## config.mk

```make
export PLATFORM = sky130hd
export DESIGN_NAME = mc_core_ctrl
export DESIGN_NICKNAME = d
export VERILOG_FILES = /design/src/rtl/mc_core_ctrl.sv
export SDC_FILE = /design/constraint.sdc
export NUM_CORES = 1
export LEC_CHECK = 0
export ABC_CLOCK_PERIOD_IN_PS = 5300
export CORE_MARGIN = 10
export CORE_UTILIZATION = 51
export DETAILED_ROUTE_END_ITERATION = 10
export GPL_TIMING_DRIVEN = 1
export PLACE_DENSITY = 0.84
export SETUP_SLACK_MARGIN = 0.3
export SLEW_MARGIN = 0
export SYNTH_ARGS = -nofsm -noshare
export SYNTH_HDL_FRONTEND = slang
export SYNTH_SLANG_ARGS = --single-unit
```

## constraint.sdc

```tcl
create_clock -name clk -period 5.3 [get_ports clk]
set_input_delay 1.06 -clock clk [delete_from_list [all_inputs] [get_ports clk]]
set_output_delay 1.06 -clock clk [all_outputs]
set_load 0.03 [all_outputs]
```

## src/rtl/mc_core_ctrl.sv

```systemverilog
// Multi-cycle FETCH/DECODE/EXEC/MEM/WB sequencer for the RV32I datapath.
// Owns pc, ir, alu/mdr staging registers, trap state and performance counters.
module mc_core_ctrl #(
   parameter int unsigned       XLEN     = 32,
   parameter int unsigned       CNT_W    = 64,
   parameter logic [XLEN-1:0]   RESET_PC = '0
) (
   input  logic              clk,
   input  logic              rst,

   output logic              imem_req,
   output logic [XLEN-1:0]   imem_addr,
   input  logic              imem_ready,
   input  logic [31:0]       imem_rdata,

   output logic [31:0]       ir,
   input  logic              dec_wrt_en,
   input  logic              dec_mem_rd_en,
   input  logic              dec_mem_wrt_en,
   input  logic              dec_wrt_back_sel,
   input  logic              dec_branch_en,
   input  logic              dec_jump,
   input  logic              dec_link,
   input  logic              dec_illegal,
   input  logic [1:0]        dec_mem_mask,

   input  logic [XLEN-1:0]   alu_out,
   input  logic              branch_taken,

   output logic              dmem_req,
   output logic              dmem_we,
   output logic [XLEN-1:0]   dmem_addr,
   output logic [1:0]        dmem_mask,
   input  logic              dmem_ready,
   input  logic [XLEN-1:0]   dmem_rdata,

   output logic              rf_wrt_en,
   output logic [XLEN-1:0]   wb_data,
   output logic [XLEN-1:0]   pc,
   output logic              trap,
   output logic [1:0]        trap_cause,
   output logic [CNT_W-1:0]  cycle_cnt,
   output logic [CNT_W-1:0]  instret_cnt
);

   localparam logic [31:0] NOP_INSN    = 32'h0000_0013;
   localparam logic [1:0]  CAUSE_NONE  = 2'd0;
   localparam logic [1:0]  CAUSE_FETCH = 2'd1;
   localparam logic [1:0]  CAUSE_LDST  = 2'd2;
   localparam logic [1:0]  CAUSE_ILL   = 2'd3;

   typedef enum logic [2:0] {
      S_FETCH  = 3'd0,
      S_DECODE = 3'd1,
      S_EXEC   = 3'd2,
      S_MEM    = 3'd3,
      S_WB     = 3'd4,
      S_TRAP   = 3'd5
   } state_t;

   state_t            state_q, state_d;
   logic [XLEN-1:0]   pc_q;
   logic [31:0]       ir_q;
   logic [XLEN-1:0]   alu_q;
   logic [XLEN-1:0]   mdr_q;
   logic              we_q;
   logic [1:0]        mask_q;
   logic              trap_q;
   logic [1:0]        cause_q;
   logic [CNT_W-1:0]  cycle_q;
   logic [CNT_W-1:0]  instret_q;

   logic              ir_ld;
   logic              alu_ld;
   logic              mdr_ld;
   logic              pc_ld;
   logic              trap_ld;
   logic [1:0]        cause_d;

   logic              mem_op;
   logic              addr_misaligned;
   logic              fetch_misaligned;
   logic              pc_redirect;
   logic [XLEN-1:0]   pc_plus4;
   logic [XLEN-1:0]   pc_next;

   assign mem_op           = dec_mem_rd_en | dec_mem_wrt_en;
   assign fetch_misaligned = (pc_q[1:0] != 2'b00);
   assign pc_redirect      = dec_jump | (dec_branch_en & branch_taken);
   assign pc_plus4         = pc_q + XLEN'(4);
   assign pc_next          = pc_redirect ? alu_q : pc_plus4;

   // Natural alignment of the effective address for the requested access size
   always_comb begin
      addr_misaligned = 1'b0;
      case (dec_mem_mask)
         2'd0:    addr_misaligned = 1'b0;
         2'd1:    addr_misaligned = alu_out[0];
         default: addr_misaligned = |alu_out[1:0];
      endcase
   end

   always_ff @(posedge clk or negedge rst) begin
      if (!rst) state_q <= S_FETCH;
      else      state_q <= state_d;
   end

   // Next-state and register-load strobes
   always_comb begin
      state_d = state_q;
      ir_ld   = 1'b0;
      alu_ld  = 1'b0;
      mdr_ld  = 1'b0;
      pc_ld   = 1'b0;
      trap_ld = 1'b0;
      cause_d = CAUSE_NONE;
      case (state_q)
         S_FETCH: begin
            if (fetch_misaligned) begin
               state_d = S_TRAP;
               trap_ld = 1'b1;
               cause_d = CAUSE_FETCH;
            end else if (imem_ready) begin
               ir_ld   = 1'b1;
               state_d = S_DECODE;
            end
         end
         S_DECODE: begin
            if (dec_illegal) begin
               state_d = S_TRAP;
               trap_ld = 1'b1;
               cause_d = CAUSE_ILL;
            end else begin
               state_d = S_EXEC;
            end
         end
         S_EXEC: begin
            alu_ld = 1'b1;
            if (mem_op && addr_misaligned) begin
               state_d = S_TRAP;
               trap_ld = 1'b1;
               cause_d = CAUSE_LDST;
            end else if (mem_op) begin
               state_d = S_MEM;
            end else begin
               state_d = S_WB;
            end
         end
         S_MEM: begin
            if (dmem_ready) begin
               mdr_ld  = ~we_q;
               state_d = S_WB;
            end
         end
         S_WB: begin
            pc_ld   = 1'b1;
            state_d = S_FETCH;
         end
         S_TRAP: begin
            state_d = S_TRAP;
         end
         default: begin
            state_d = S_FETCH;
         end
      endcase
   end

   // Architectural and staging registers
   always_ff @(posedge clk or negedge rst) begin
      if (!rst) begin
         pc_q    <= RESET_PC;
         ir_q    <= NOP_INSN;
         alu_q   <= '0;
         mdr_q   <= '0;
         we_q    <= 1'b0;
         mask_q  <= 2'd0;
         trap_q  <= 1'b0;
         cause_q <= CAUSE_NONE;
      end else begin
         if (ir_ld) ir_q <= imem_rdata;
         if (alu_ld) begin
            alu_q  <= alu_out;
            we_q   <= dec_mem_wrt_en;
            mask_q <= dec_mem_mask;
         end
         if (mdr_ld) mdr_q <= dmem_rdata;
         if (pc_ld)  pc_q  <= pc_next;
         if (trap_ld) begin
            trap_q  <= 1'b1;
            cause_q <= cause_d;
         end
      end
   end

   // Performance counters; cycle_cnt stops once halted
   always_ff @(posedge clk or negedge rst) begin
      if (!rst) begin
         cycle_q   <= '0;
         instret_q <= '0;
      end else begin
         if (state_q != S_TRAP) cycle_q   <= cycle_q + CNT_W'(1);
         if (pc_ld)             instret_q <= instret_q + CNT_W'(1);
      end
   end

   // Fetch request is forced low while reset is held so an abandoned fetch is dropped
   assign imem_req    = rst & (state_q == S_FETCH) & ~fetch_misaligned;
   assign imem_addr   = pc_q;
   assign ir          = ir_q;

   assign dmem_req    = (state_q == S_MEM);
   assign dmem_we     = we_q;
   assign dmem_addr   = alu_q;
   assign dmem_mask   = mask_q;

   assign rf_wrt_en   = (state_q == S_WB) & dec_wrt_en;
   assign wb_data     = dec_link         ? pc_plus4 :
                        dec_wrt_back_sel ? mdr_q    : alu_q;

   assign pc          = pc_q;
   assign trap        = trap_q;
   assign trap_cause  = cause_q;
   assign cycle_cnt   = cycle_q;
   assign instret_cnt = instret_q;

endmodule

```

==> flow_summary.json, run 1 <==
{
  "grt_pass1_vias": 11400,
  "required_ps": 4240,
  "async_reset_ff_share_pct": 100,
  "holdWs_ps": 463,
  "critPathTopFamily": "simple AND/OR/NAND/NOR gates",
  "top_level_ports": 408,
  "holdCritPathClass": "input pin to asynchronous set/reset pin",
  "worst_pin_slew_ps": 1180,
  "outcome": "complete, no violations",
  "area_growth_pct": 39.1,
  "syn_area_sq_um": 13000,
  "n_fill_cell": 1762,
  "powerDensity_nw_per_um2": 540,
  "crit_cells": 7,
  "dp_slack_ps": 1290,
  "setup_ws_ps": 730,
  "numPortBuffers": 407,
  "cts_buffer_depth": 3,
  "crit_type": "flop to output pin",
  "avgRoutedWirePerCell_um": 22.3,
  "cpPeakStageDelay_ps": 720,
  "ys_top_cells_by_area": "dfrtp_1 (50%), mux2_2 (8.8%), xor2_1 (5.2%)",
  "fin_crit_ps": 4570,
  "crit_fanout": 9,
  "cts_setup_buffers": 0,
  "final_common_cell": "clkdlybuf4s50_1",
  "yosysTopAreaCell": "dfrtp_1",
  "grt_overflow": 0,
  "final_cell_mix": "clkdlybuf4s50_1 (404), dfrtp_1 (262), mux2_2 (102), nand2_1 (89), xor2_1 (78)",
  "antenna_found_initial": 2,
  "drtIter0Drc": 928,
  "cts.clk_slew.worst_paths_ps": 60,
  "cp.buffers_inverters": 1,
  "clk_latency_ps": 530,
  "fp.coreArea_sq_um": 25200,
  "htree_num_levels": 1,
  "rsz0062_at_grt": "no",
  "leakage_nw": 7.56,
  "cts_buffers": 29,
  "finalCritPeriodShare_pct": 86.2,
  "start_kind": "flop",
  "grt_pass1_wl_um": 66400,
  "first_pass_iters": 5,
  "die_y_um": 180,
  "synth_edf_count": 0,
  "grt_max_degree": 76,
  "cts_tree": "yes",
  "crit_path_cell_trace": "ha_1, nand3_1, nor2_1, nand4_1, xor2_1, a21oi_1, clkdlybuf4s50_1",
  "yosysTopAreaCellShare_pct": 50.3,
  "gp_congestion": 0.896,
  "setup-violations-final": 0,
  "drc": 0,
  "drive_above_1_share_pct": 11.4,
  "wl_um": 43100,
  "ys_seq_area_share_pct": 50.9,
  "maxSlewViolCount": 0,
  "vdd_drop_max_v": 0.000422,
  "synth.yosys.warnings": 0,
  "synth_nets": 1331,
  "ys_types": 54,
  "root_buffer": "clkbuf_16",
  "cts_resized": 0,
  "synth-xor-area-share_pct": 10.3,
  "synthMuxAreaShare_pct": 10.0,
  "maxCapViolCount": 0,
  "final_hold_viol_count": 0,
  "numClockSinks": 265,
  "tns_ps": 0,
  "skew_ps": 7.21,
  "nNetsFinal": 1698,
  "die_x_um": 180,
  "ys_ff_latch": 265,
  "crit_path_end_kind": "output pin",
  "synth_top_family_by_area": "simple AND/OR/NAND/NOR gates",
  "cp.arrival_ps": 3510,
  "grtUsageTotal_pct": 25.1,
  "fp-row-count": 58,
  "final_area_sq_um": 18100,
  "routed_via_density": 5.82,
  "cts_hold_buf": 0,
  "yosys.area_share.simple_pct": 17.3,
  "ant_nets": 0,
  "avgSynthCellArea_sq_um": 10.7,
  "worstRegToRegCells": 4,
  "synth_fa_ha_area_share_pct": 0.288,
  "synth_compound_area_share_pct": 6.76,
  "fmax_mhz": 219,
  "hpwl_um": 32400,
  "design.die.area_sq_um": 32400,
  "cpMaxStageDelayCell": "clkdlybuf4s50_1",
  "initial_utilization_pct": 51.8,
  "synth_cells": 1217,
  "slew_headroom_pct": 21.2,
  "postPlaceCellArea_sq_um": 17200,
  "synthFlopType": "dfrtp_1",
  "vias": 11300
}
worst paths after layout:
kind                               start        endpoint  slack [ps]
min                                  rst   imem_addr[15]         460
max in group asynchronous            rst  instret_cnt[4]        2670
max reg2reg                   state_q[2]    imem_addr[1]        2540
max                         imem_addr[2]     wb_data[28]         730
min reg2reg                cycle_cnt[63]   cycle_cnt[63]         470
min in group clk           cycle_cnt[63]   cycle_cnt[63]         470
metrics by stage:
step	power [mW]	utilization, %	std cells
finish	9.79	72.0	1935
global route	10.2	72.0	1935
CTS	9.85	72.0	1934
detailed placement	7.77	68.2	1883
global placement	7.70	68.2	1883
floorplan	5.84	-	1217
cells in the mapped netlist, types with 4 or more instances:
library cell	n
dfrtp_1	262
mux2_2	102
nand2_1	89
xor2_1	78
xnor2_1	76
nand3_1	71
nor2_1	64
nand4_1	46
a21oi_1	40
nor3_1	37
clkbuf_1	34
buf_4	33
o21ai_0	32
nor4_1	30
inv_1	29
and3_1	22
nor2b_1	19
a211oi_1	18
mux2i_1	16
a22oi_1	14
o22ai_1	11
o311ai_0	9
and4_1	8
buf_1	7
buf_2	7
a2bb2oi_1	5
and2_1	5
or3_1	5
nor4_2	4
or2_2	4
worst register-to-register path, delay by kind of cell (launching register included):
family / cells / cell delay (ps)
AND/OR/NAND/NOR: 2 / 1360
flip-flops: 1 / 600
buffers and inverters: 1 / 260
multiplexers: 1 / 420
where the power goes:
part | internal, mW | total (mW) | switching [mW]
sequential | 2.60 | 3.34 | 0.733
clock | 1.24 | 2.03 | 0.794
combinational | 1.92 | 4.42 | 2.50
flip-flops by register name, indices dropped and copies added, names as in the netlist:
signal	flops
dmem_mask	2
imem_addr	32
instret_cnt	64
state_q	3
dmem_we	1
cycle_cnt	64
ir	32
dmem_addr	32
mdr_q	32
trap	1
trap_cause	2
area by class of cell:
cell class	instances	area, sq um	share of cell area (%)
sequential	265	6640	36.6
inverter	29	109	0.600
clock buffer	42	805	4.44
tap	330	413	2.28
clock inverter	9	145	0.800
multi-input combinational	839	5860	32.3
antenna	1	2.50	0.0138
timing repair buffer	420	4170	23.0
kinds of logic after synthesis:
group / after synthesis
AO/OA/AOI/OAI: 140
adder cells (fa/ha/maj): 3
multiplexers: 118
flip-flops: 265
buffers and inverters: 113
AND/OR/NAND/NOR: 424
XOR/XNOR: 154
routing by layer:
layer	routed length [um]	GRT usage, %	part of all wire (%)
met3	4520	9.30	10
met4	1430	7.48	3.3
met5	12	0	0.028
met2	21400	43.1	50
met1	15700	28.7	37
(Power assumes the default switching activity.)
==> run 2, diff against run 1 <==
--- a/config.mk
+++ b/config.mk
@@ -8,9 +8,11 @@
 export ABC_CLOCK_PERIOD_IN_PS = 5300
 export CORE_MARGIN = 10
 export CORE_UTILIZATION = 51
+export CTS_BUF_LIST = sky130_fd_sc_hd__clkbuf_2
 export DETAILED_ROUTE_END_ITERATION = 10
 export GPL_TIMING_DRIVEN = 1
 export PLACE_DENSITY = 0.84
+export RECOVER_POWER = 25
 export SETUP_SLACK_MARGIN = 0.3
 export SLEW_MARGIN = 0
 export SYNTH_ARGS = -nofsm -noshare
==> flow_summary.json, run 2 (synthesis results as in run 1) <==
{
  "outcome": "finished with violations",
  "violations": "max-capacitance violations, max-slew violations",
  "finalCritPeriodShare_pct": 88.8,
  "cts_setup_buffers": 0,
  "maxCapViolCount": 4,
  "drive_above_1_share_pct": 14.4,
  "grt_overflow": 0,
  "fp.coreArea_sq_um": 25200,
  "die_y_um": 180,
  "fmax_mhz": 213,
  "gp_congestion": 0.896,
  "design.die.area_sq_um": 32400,
  "cts_buffers": 72,
  "crit_path_end_kind": "output pin",
  "area_growth_pct": 36.5,
  "initial_utilization_pct": 51.8,
  "required_ps": 4240,
  "multi_input_area_sq_um": 5850,
  "top_level_ports": 408,
  "n_fill_cell": 1826,
  "first_pass_iters": 5,
  "grt_pass1_vias": 11700,
  "cts_resized": 0,
  "rsz0062_at_grt": "no",
  "final_cell_mix": "clkdlybuf4s50_1 (402), dfrtp_1 (262), mux2_2 (102), clkbuf_2 (98), nand2_1 (89)",
  "grtUsageTotal_pct": 25.5,
  "ant_nets": 0,
  "crit_fanout": 9,
  "setup-violations-final": 0,
  "pwr-share-comb_pct": 47.9,
  "cts_buffer_depth": 3,
  "leakage_nw": 7.55,
  "antenna_found_initial": 2,
  "drtIter0Drc": 800,
  "crit_type": "flop to output pin",
  "maxSlewViolCount": 157,
  "internal-power_mw": 5.16,
  "drc": 0,
  "grt_max_degree": 76,
  "clk_latency_ps": 880,
  "cts_hold_buf": 0,
  "final_area_sq_um": 17800,
  "grt_pass1_wl_um": 67000,
  "swShare_pct": 44.1,
  "holdCritPathClass": "input pin to asynchronous set/reset pin",
  "nNetsFinal": 1741,
  "final_hold_viol_count": 0,
  "vdd_drop_max_v": 0.000475,
  "p_total_mw": 9.23,
  "numClockSinks": 265,
  "start_kind": "flop",
  "seqCellArea_sq_um": 6640,
  "fin_crit_ps": 4710,
  "tns_ps": 0,
  "p_seq_share_pct": 36.0,
  "worst_pin_slew_ps": 2360,
  "numPortBuffers": 407,
  "cts_tree": "yes",
  "powerDensity_nw_per_um2": 518,
  "switching_power_mw": 4.07,
  "fp-row-count": 58,
  "skew_ps": 129,
  "final_common_cell": "clkdlybuf4s50_1",
  "routed_via_density": 5.71,
  "hpwl_um": 32400,
  "cp.arrival_ps": 3650,
  "power_frac_clock_pct": 16.0,
  "htree_num_levels": 3,
  "vias": 11400,
  "die_x_um": 180,
  "wl_um": 43200,
  "slew_headroom_pct": -57.2,
  "postPlaceCellArea_sq_um": 17200,
  "root_buffer": "clkbuf_2",
  "cts.clk_slew.worst_paths_ps": 120,
  "avgRoutedWirePerCell_um": 21.6
}
==> run 2: cell count changes in the layout (fill, tap and decap cells not counted), sizes merged, moves of 2 or more <==
cell / previous run / this run
clkbuf: 42 / 102
buf: 16 / 12
dlygate4sd3: 0 / 2
clkinv: 5 / 13
clkdlybuf4s50: 404 / 402
==> run 2: per-stage QoR <==
stage                     hold slack (ps)  cells  setup WS, ps  utilization [%]
final                                 121   2000           595             70.7
after global routing                 81.9   2000           317             70.7
after CTS                            88.5   1999           382             70.8
after detailed placement              461   1883          1290             68.2
after global placement                458   1883          1350             68.2
after floorplan                       480   1217          1580                -
==> run 2: power groups by stage <==
stage,Combinational (mW),Sequential (mW),Clock (mW)
finish,4.42,3.33,1.48
global route,4.66,3.41,1.64
CTS,4.46,3.31,1.52
detailed placement,4.44,3.34,0
global placement,4.39,3.31,0
floorplan,1.91,3.93,0
==> run 2: area by class of cell <==
class                      instances  area share [%]
clock buffer                      98            2.76
multi-input combinational        839            32.9
sequential                       265            37.3
antenna                            1          0.0141
inverter                          29           0.612
tap                              330            2.32
clock inverter                    18           0.850
timing repair buffer             420            23.3
==> run 2: worst max-delay path: stages (launching register included) <==
cell and delay [ps]:
dfrtp_1 570, ha_1 300, nand3_1 160, nor2_2 400, nand4_1 250, xor2_1 210, a21oi_1 160, clkdlybuf4s50_1 720
==> run 2: worst paths after layout <==
check                                     end  slack [ps]          from  cells past startpoint
worst max-delay path              wb_data[28]         590  imem_addr[2]                      7
worst min-delay path            dmem_addr[14]         120           rst                      1
worst max register to register  imem_addr[14]        1900    state_q[1]                      5
worst min register to register           trap         470          trap                      1
max in group asynchronous        cycle_cnt[1]        2900           rst                      3
min in group clk                         trap         470          trap                      1
==> run 2: metal layers <==
layer  track usage (%)  vias to the layer above  wire [um]
li1                  -                     5164          -
met1              28.6                     5626      16200
met2              43.4                      543      21400
met3              10.4                       78       4350
met4              8.14                        2       1130
met5                 0                        -         13
